--- src/rtl/centroid_calc.sv ---
// centroid_calc: centroid of foreground pixels in one video frame.
//
// Sums the column, the row and the count of foreground pixels
// (pixel_in[7:0] >= THRESH) during active video. On each vsync rising edge
// the sums are handed to a sequential restoring divider, one quotient bit per
// cycle: 32 cycles for x, then 32 for y. The saturated quotients then become
// the new centre, which is held for the whole following frame. A frame with
// fewer than MIN_PIXELS foreground pixels leaves the centre unchanged.
//
// Optional build macro:
//   CENTROID_SMOOTH_EN  each update writes the average of the old centre and
//                       the new quotient, rounded up. The first update after
//                       reset loads the quotient directly.
//
// Ports:
//   clk       pixel clock
//   rst_n     asynchronous active-low reset
//   de        data enable (active video)
//   hsync     horizontal sync (unused)
//   vsync     vertical sync, high = blanking / frame boundary
//   pixel_in  mask pixel, only [7:0] is used
//   x_center  centroid column, 0..IMG_W-1
//   y_center  centroid row, 0..IMG_H-1
//   valid     one-cycle pulse in the cycle x/y_center take a new value
//   busy      high while the divider runs (DIV_X, DIV_Y, DONE)
module centroid_calc #(
  parameter int unsigned IMG_W      = 1280,
  parameter int unsigned IMG_H      = 720,
  parameter int unsigned THRESH     = 128,
  parameter int unsigned MIN_PIXELS = 64
) (
  input  logic        clk,
  input  logic        rst_n,
  input  logic        de,
  input  logic        hsync,
  input  logic        vsync,
  input  logic [23:0] pixel_in,
  output logic [10:0] x_center,
  output logic [10:0] y_center,
  output logic        valid,
  output logic        busy
);

  localparam logic [10:0] XMax   = 11'(IMG_W - 1);
  localparam logic [10:0] YMax   = 11'(IMG_H - 1);
  localparam logic [10:0] XRst   = 11'(IMG_W / 2);
  localparam logic [10:0] YRst   = 11'(IMG_H / 2);
  localparam logic [7:0]  Thr    = 8'(THRESH);
  localparam logic [19:0] MinCnt = 20'(MIN_PIXELS);

  typedef enum logic [1:0] {StIdle, StDivX, StDivY, StDone} state_e;

  function automatic logic [10:0] sat(input logic [31:0] q, input logic [10:0] mx);
    return (q > {21'd0, mx}) ? mx : q[10:0];
  endfunction

  // ---------------------------------------------------------------------------
  // Position tracking and accumulation
  // ---------------------------------------------------------------------------
  logic        de_act, fg, frame_end_d;
  logic        de_q, vsync_q, frame_end_q;
  logic [10:0] x_pos_d, x_pos_q, y_pos_d, y_pos_q;
  logic [31:0] sum_x_d, sum_x_q, sum_y_d, sum_y_q;
  logic [19:0] cnt_d, cnt_q;

  // de is ignored during vertical blanking, including for edge detection.
  assign de_act      = de & ~vsync;
  assign fg          = pixel_in[7:0] >= Thr;
  assign frame_end_d = vsync & ~vsync_q;

  always_comb begin
    x_pos_d = x_pos_q;
    y_pos_d = y_pos_q;
    if (vsync) begin
      x_pos_d = '0;
      y_pos_d = '0;
    end else if (de) begin
      x_pos_d = x_pos_q + 11'd1;
    end else if (de_q) begin
      x_pos_d = '0;
      y_pos_d = y_pos_q + 11'd1;
    end
  end

  always_comb begin
    sum_x_d = sum_x_q;
    sum_y_d = sum_y_q;
    cnt_d   = cnt_q;
    if (frame_end_q) begin
      // The divider (if idle) samples the sums in this same cycle.
      sum_x_d = '0;
      sum_y_d = '0;
      cnt_d   = '0;
    end else if (de_act && fg) begin
      sum_x_d = sum_x_q + 32'(x_pos_q);
      sum_y_d = sum_y_q + 32'(y_pos_q);
      cnt_d   = cnt_q + 20'd1;
    end
  end

  // ---------------------------------------------------------------------------
  // Restoring divider and output FSM
  // ---------------------------------------------------------------------------
  state_e      state_d, state_q;
  logic [4:0]  bit_cnt_d, bit_cnt_q;
  logic [31:0] dvd_d, dvd_q;      // dividend shifting out, quotient shifting in
  logic [19:0] rem_d, rem_q;
  logic [19:0] div_d, div_q;
  logic [31:0] sy_d, sy_q;        // y sum parked while x is divided
  logic [31:0] qx_d, qx_q;
  logic [10:0] x_center_d, x_center_q, y_center_d, y_center_q;
  logic [10:0] qx_sat, qy_sat;

  logic [20:0] trial, diff, rem_wide;
  logic        ge;
  logic [31:0] dvd_step;

  assign trial    = {rem_q, dvd_q[31]};
  assign ge       = trial >= {1'b0, div_q};
  assign diff     = trial - {1'b0, div_q};
  // Remainder stays below the divisor, so bit 20 is always zero.
  assign rem_wide = ge ? diff : trial;
  assign dvd_step = {dvd_q[30:0], ge};

`ifdef CENTROID_SMOOTH_EN
  logic        primed_d, primed_q;
  logic [11:0] x_avg, y_avg;
`endif

  always_comb begin
    state_d    = state_q;
    bit_cnt_d  = bit_cnt_q;
    dvd_d      = dvd_q;
    rem_d      = rem_q;
    div_d      = div_q;
    sy_d       = sy_q;
    qx_d       = qx_q;
    x_center_d = x_center_q;
    y_center_d = y_center_q;
    qx_sat     = sat(qx_q, XMax);
    qy_sat     = sat(dvd_step, YMax);
`ifdef CENTROID_SMOOTH_EN
    primed_d   = primed_q;
    x_avg      = 12'(x_center_q) + 12'(qx_sat) + 12'd1;
    y_avg      = 12'(y_center_q) + 12'(qy_sat) + 12'd1;
`endif
    unique case (state_q)
      StIdle: begin
        // Frames ending while the divider is busy are simply never sampled.
        if (frame_end_q && (cnt_q >= MinCnt)) begin
          dvd_d     = sum_x_q;
          sy_d      = sum_y_q;
          div_d     = cnt_q;
          rem_d     = '0;
          bit_cnt_d = '0;
          state_d   = StDivX;
        end
      end
      StDivX: begin
        dvd_d     = dvd_step;
        rem_d     = rem_wide[19:0];
        bit_cnt_d = bit_cnt_q + 5'd1;
        if (bit_cnt_q == 5'd31) begin
          qx_d    = dvd_step;
          dvd_d   = sy_q;
          rem_d   = '0;
          state_d = StDivY;
        end
      end
      StDivY: begin
        dvd_d     = dvd_step;
        rem_d     = rem_wide[19:0];
        bit_cnt_d = bit_cnt_q + 5'd1;
        if (bit_cnt_q == 5'd31) begin
          state_d = StDone;
          // Written on entry to DONE so the outputs change in the valid cycle.
`ifdef CENTROID_SMOOTH_EN
          if (primed_q) begin
            x_center_d = x_avg[11:1];
            y_center_d = y_avg[11:1];
          end else begin
            x_center_d = qx_sat;
            y_center_d = qy_sat;
          end
          primed_d = 1'b1;
`else
          x_center_d = qx_sat;
          y_center_d = qy_sat;
`endif
        end
      end
      StDone: state_d = StIdle;
      default: state_d = StIdle;
    endcase
  end

  assign busy     = state_q != StIdle;
  assign valid    = state_q == StDone;
  assign x_center = x_center_q;
  assign y_center = y_center_q;

  always_ff @(posedge clk or negedge rst_n) begin
    if (!rst_n) begin
      de_q        <= 1'b0;
      vsync_q     <= 1'b0;
      frame_end_q <= 1'b0;
      x_pos_q     <= '0;
      y_pos_q     <= '0;
      sum_x_q     <= '0;
      sum_y_q     <= '0;
      cnt_q       <= '0;
      state_q     <= StIdle;
      bit_cnt_q   <= '0;
      dvd_q       <= '0;
      rem_q       <= '0;
      div_q       <= '0;
      sy_q        <= '0;
      qx_q        <= '0;
      x_center_q  <= XRst;
      y_center_q  <= YRst;
`ifdef CENTROID_SMOOTH_EN
      primed_q    <= 1'b0;
`endif
    end else begin
      de_q        <= de_act;
      vsync_q     <= vsync;
      frame_end_q <= frame_end_d;
      x_pos_q     <= x_pos_d;
      y_pos_q     <= y_pos_d;
      sum_x_q     <= sum_x_d;
      sum_y_q     <= sum_y_d;
      cnt_q       <= cnt_d;
      state_q     <= state_d;
      bit_cnt_q   <= bit_cnt_d;
      dvd_q       <= dvd_d;
      rem_q       <= rem_d;
      div_q       <= div_d;
      sy_q        <= sy_d;
      qx_q        <= qx_d;
      x_center_q  <= x_center_d;
      y_center_q  <= y_center_d;
`ifdef CENTROID_SMOOTH_EN
      primed_q    <= primed_d;
`endif
    end
  end

  logic unused_ok;
  assign unused_ok = ^{hsync, pixel_in[23:8], rem_wide[20]};

endmodule

--- config.mk ---
export PLATFORM = sky130hd
export DESIGN_NAME = centroid_calc
export DESIGN_NICKNAME = d
export VERILOG_FILES = /design/src/rtl/centroid_calc.sv
export SDC_FILE = /design/constraint.sdc
export NUM_CORES = 1
export LEC_CHECK = 0
export ABC_AREA = 1
export BUFFER_PORTS_ARGS = -buffer_cell sky130_fd_sc_hd__buf_2
export CORE_MARGIN = 2
export CORE_UTILIZATION = 25
export CTS_CLUSTER_SIZE = 12
export DETAILED_ROUTE_END_ITERATION = 12
export PLACE_DENSITY = 0.38
export SKIP_CTS_REPAIR_TIMING = 1
export SLEW_MARGIN = 5
export SYNTH_ARGS = -nofsm -noshare
export SYNTH_HDL_FRONTEND = slang
export SYNTH_SLANG_ARGS = --single-unit
--- constraint.sdc ---
create_clock -name clk -period 2.3 [get_ports clk]
set_clock_uncertainty 0.05 [all_clocks]
set_input_delay 0.575 -clock clk [delete_from_list [all_inputs] [get_ports clk]]
set_output_delay 0.575 -clock clk [all_outputs]
set_load 0.02 [all_outputs]
==> results <==
- The detailed router's first-iteration violation count is 902.
- The die covers 0.0642 sq mm.
- TritonCTS built the clock tree.
- The first-pass GRT wire length is 75500 um.
- The startpoint identified for the worst register-to-register timing path is x_pos_q[0].
- The final routed wire length divided by cell count is 15.5 um.
- Data on the critical path is required at its endpoint by 1.67 ns.
- The final number of max-transition violations was 0.
- The worst register-to-register path has a depth of 11.
- The run finished with clean final reports.
- By count the netlist is led by sky130_fd_sc_hd__nand2_1, sky130_fd_sc_hd__inv_1, sky130_fd_sc_hd__dfrtp_1.
- The register-to-register setup slack is 0.16 ns.
- The global-route total usage across every layer is 15.0%.
- The worst register-to-register path ends at sum_x_q[22].
- After synthesis, the share of flip-flops with an asynchronous set or reset is 100%.
- The count of flip-flops with a built-in enable after synthesis is 0.
- The maximum clock insertion buffer count is 3.
- The initial antenna violation count was 0.
- For this run, the post-layout net count is 2255.
- The worst pin sits at a relative slew slack of 60.4%.
- Of the synthesized area, sequential elements account for 44.1%.
- Clock latency on the worst-skew pair, taken at its later pin, is 0.56 ns.
- The number of remaining DRC errors is 0.
- The initial cell density of the core is 25.3%.
- The number of sinks driven by the clock tree is 274.
- The worst setup path is captured at a primary output.
- Timing would allow up to 459 MHz.
- The number of global-route vias before repair came to 13300.
- Synthesis produced a netlist with a net count of 2170.
- Setup violations remaining at the end of the flow were counted as 0.
- Setup repair after global routing could not meet its margin everywhere.
- The worst path needs 2.18 ns of the cycle, external delays included.
- The startpoint identified for the worst hold timing path is vsync.
- The class of the tightest hold or removal check is primary input to flop.
- For hold timing, the worst endpoint is vsync_q.
- Of the post-synthesis cell area, the dominant cell type holds 43.1%.
- The worst hold path cell count is 2.
- The number of H-tree levels is 2.
- The proportion of layout cells with a drive suffix above 1 is 11.8%.
- Across the VDD grid, the largest voltage drop is 537 uV.
- The number of synthesized register bits is 274.
- Counting every instance in the synthesized netlist gives 2084.
- The floorplan has 91 rows.
- By area the synthesized netlist is led by sky130_fd_sc_hd__dfrtp_1, sky130_fd_sc_hd__nand2_1, sky130_fd_sc_hd__inv_1.
- The diode insertion count for antenna repair is 0.
- The final hold violation count is 0.
- The die is 253 um tall.
- After filler insertion, the fill cell instance count of the layout stands at 6605.
- The final period utilization is 94.7%.
- The routability congestion estimate is 0.837.
- Across all layers, the routed design uses 13500 vias.
- The count of nets left with antenna violations after detail routing is 0.
- The tool flagged a number of max-cap violations equal to 0.
- The data arrival at the endpoint of the critical path is 1.55 ns.
- The post-route worst hold slack is 0.321 ns.
- At the pin with the least slew margin, the transition time is 0.593 ns.
- Among all flip-flop cells after synthesis, the most frequent one is sky130_fd_sc_hd__dfrtp_1.
- Measured along the x axis, the die boundary spans 253 um.
- The total length of routed wires is 47100 um.
- The count of TritonRoute iterations in the first routing pass is 5.
- The number of ports placed on the die boundary is 53.
- The area of the core region is 0.0616 sq mm.
- The root cell of the clock tree is sky130_fd_sc_hd__clkbuf_16.
- The power density relative to cell area is 960 mW/mm^2.
- The synthesized netlist contains 51 unique library cells.
- The cell taking the most area after synthesis is sky130_fd_sc_hd__dfrtp_1.
- The average instance in the mapped netlist occupies 7.46 sq um.
- In this run the cell area measured after placement is 0.0172 sq mm.
- The critical path is of the flop to primary output type.
- The most used standard cell by instance count after synthesis is sky130_fd_sc_hd__nand2_1.
- After synthesis the cells add up to 0.0156 sq mm.
- Entering global routing, the biggest net connects 66 pins.
- The top fanout value on the critical path is 5.
- The detail-routed via count per cell is 4.46.
- From synthesis to final layout, the design area changed by 20.9%.
- With fillers left out, the area of the finished cells amounts to 0.0188 sq mm.
- Counting the buffers created by CTS gives 37.
- The wire-length estimate of the detail-placed layout is 34600 um.
- After global routing the overflow that remains totals 0.
- STA classifies the critical path startpoint as a flop.
- After clock tree synthesis, the clock-pin slew on the worst setup and hold paths is 0.05 ns.
- The count of input and output buffers is 28.
- The final cell utilization of the core is 30.5%.
- During synthesis, Yosys emitted a total of 0 warnings.
- The total leakage power is 0.00896 uW.
-- layout make-up --
cell class | instances | area (sq um) | area share (%)
Clock inverter | 8 | 170 | 0.905
Multi-Input combinational cell | 1453 | 7530 | 40.0
Tap cell | 837 | 1050 | 5.57
Inverter | 289 | 1080 | 5.77
Timing Repair Buffer | 114 | 967 | 5.14
Clock buffer | 57 | 1140 | 6.07
Sequential cell | 274 | 6860 | 36.5
-- layer usage --
layer  share of wire, %  vias up  global-route usage [%]
met2                 42      164                    22.5
met1                 52     6303                    22.2
met4                1.7        0                    3.31
met3                3.5       56                    2.58
met5                  0        -                       0
li1                   -     6988                       -
-- logic make-up (layout without fill, tap and decap cells) --
kind of cell	after synthesis	in the layout	synth area share, %
flops	274	274	44.1
xor+xnor	9	9	0.507
simple gates	1030	1031	28.5
compound gates	351	351	12.7
fa+ha+maj	57	57	4.73
buf+inv	358	468	9.07
mux	5	5	0.362
-- worst max-delay path by stage --
| stage | end | cells after the start | from |
|---|---|---|---|
| after CTS | busy | 4 | state_q[0] |
| final | busy | 4 | state_q[1] |
| after global routing | dvd_q[16] | 8 | state_q[0] |
| after floorplan | sum_y_q[20] | 14 | y_pos_q[0] |
| after detailed placement | cnt_q[6] | 10 | de |
| after global placement | cnt_q[6] | 10 | de |
-- metrics by stage --
stage                     worst slack, ns  std cells  power (uW)  setup TNS [ns]
after floorplan                     0.357       2084        9490               0
after global placement             0.0219       2964       11600               0
after detailed placement          -0.0209       2964       11600         -0.0209
after CTS                         -0.0668       3029       18000         -0.0668
after global routing              -0.0214       3032       19400         -0.0930
final                               0.122       3032       18000               0
-- power breakdown --
part           switching (uW)  internal, uW
clock network            2330          3880
logic                    4160          2310
registers                 227          5140
-- registers in the layout, indices dropped and copies added (netlist names), 20 cells and up --
name and flops:
dvd_q 32, qx_q 32, sum_x_q 32, sum_y_q 32
sy_q 32, cnt_q 20, div_q 20, rem_q 20
-- worst max-delay path, stage by stage, from the launching register on --
cell	delay [ns]
sky130_fd_sc_hd__dfrtp_1	0.42
sky130_fd_sc_hd__inv_1	0.15
sky130_fd_sc_hd__ha_4	0.22
sky130_fd_sc_hd__inv_1	0.05
sky130_fd_sc_hd__buf_2	0.15
-- layout by cell type, fill, tap and decap left out, types with 13 or more instances in the layout --
cell type,n
sky130_fd_sc_hd__nand4_1,29
sky130_fd_sc_hd__a21oi_1,83
sky130_fd_sc_hd__buf_2,27
sky130_fd_sc_hd__buf_4,69
sky130_fd_sc_hd__nand2_1,553
sky130_fd_sc_hd__a31oi_1,24
sky130_fd_sc_hd__o211ai_1,17
sky130_fd_sc_hd__clkbuf_16,38
sky130_fd_sc_hd__dfrtp_1,268
sky130_fd_sc_hd__o221ai_1,14
sky130_fd_sc_hd__o21ai_0,163
sky130_fd_sc_hd__nor2_1,191
sky130_fd_sc_hd__nand3_1,137
sky130_fd_sc_hd__nand2_2,13
sky130_fd_sc_hd__ha_1,43
sky130_fd_sc_hd__o22ai_1,20
sky130_fd_sc_hd__inv_1,282
sky130_fd_sc_hd__nor3_1,33
sky130_fd_sc_hd__nand3b_1,20
Power figures use the tool's default switching activity.
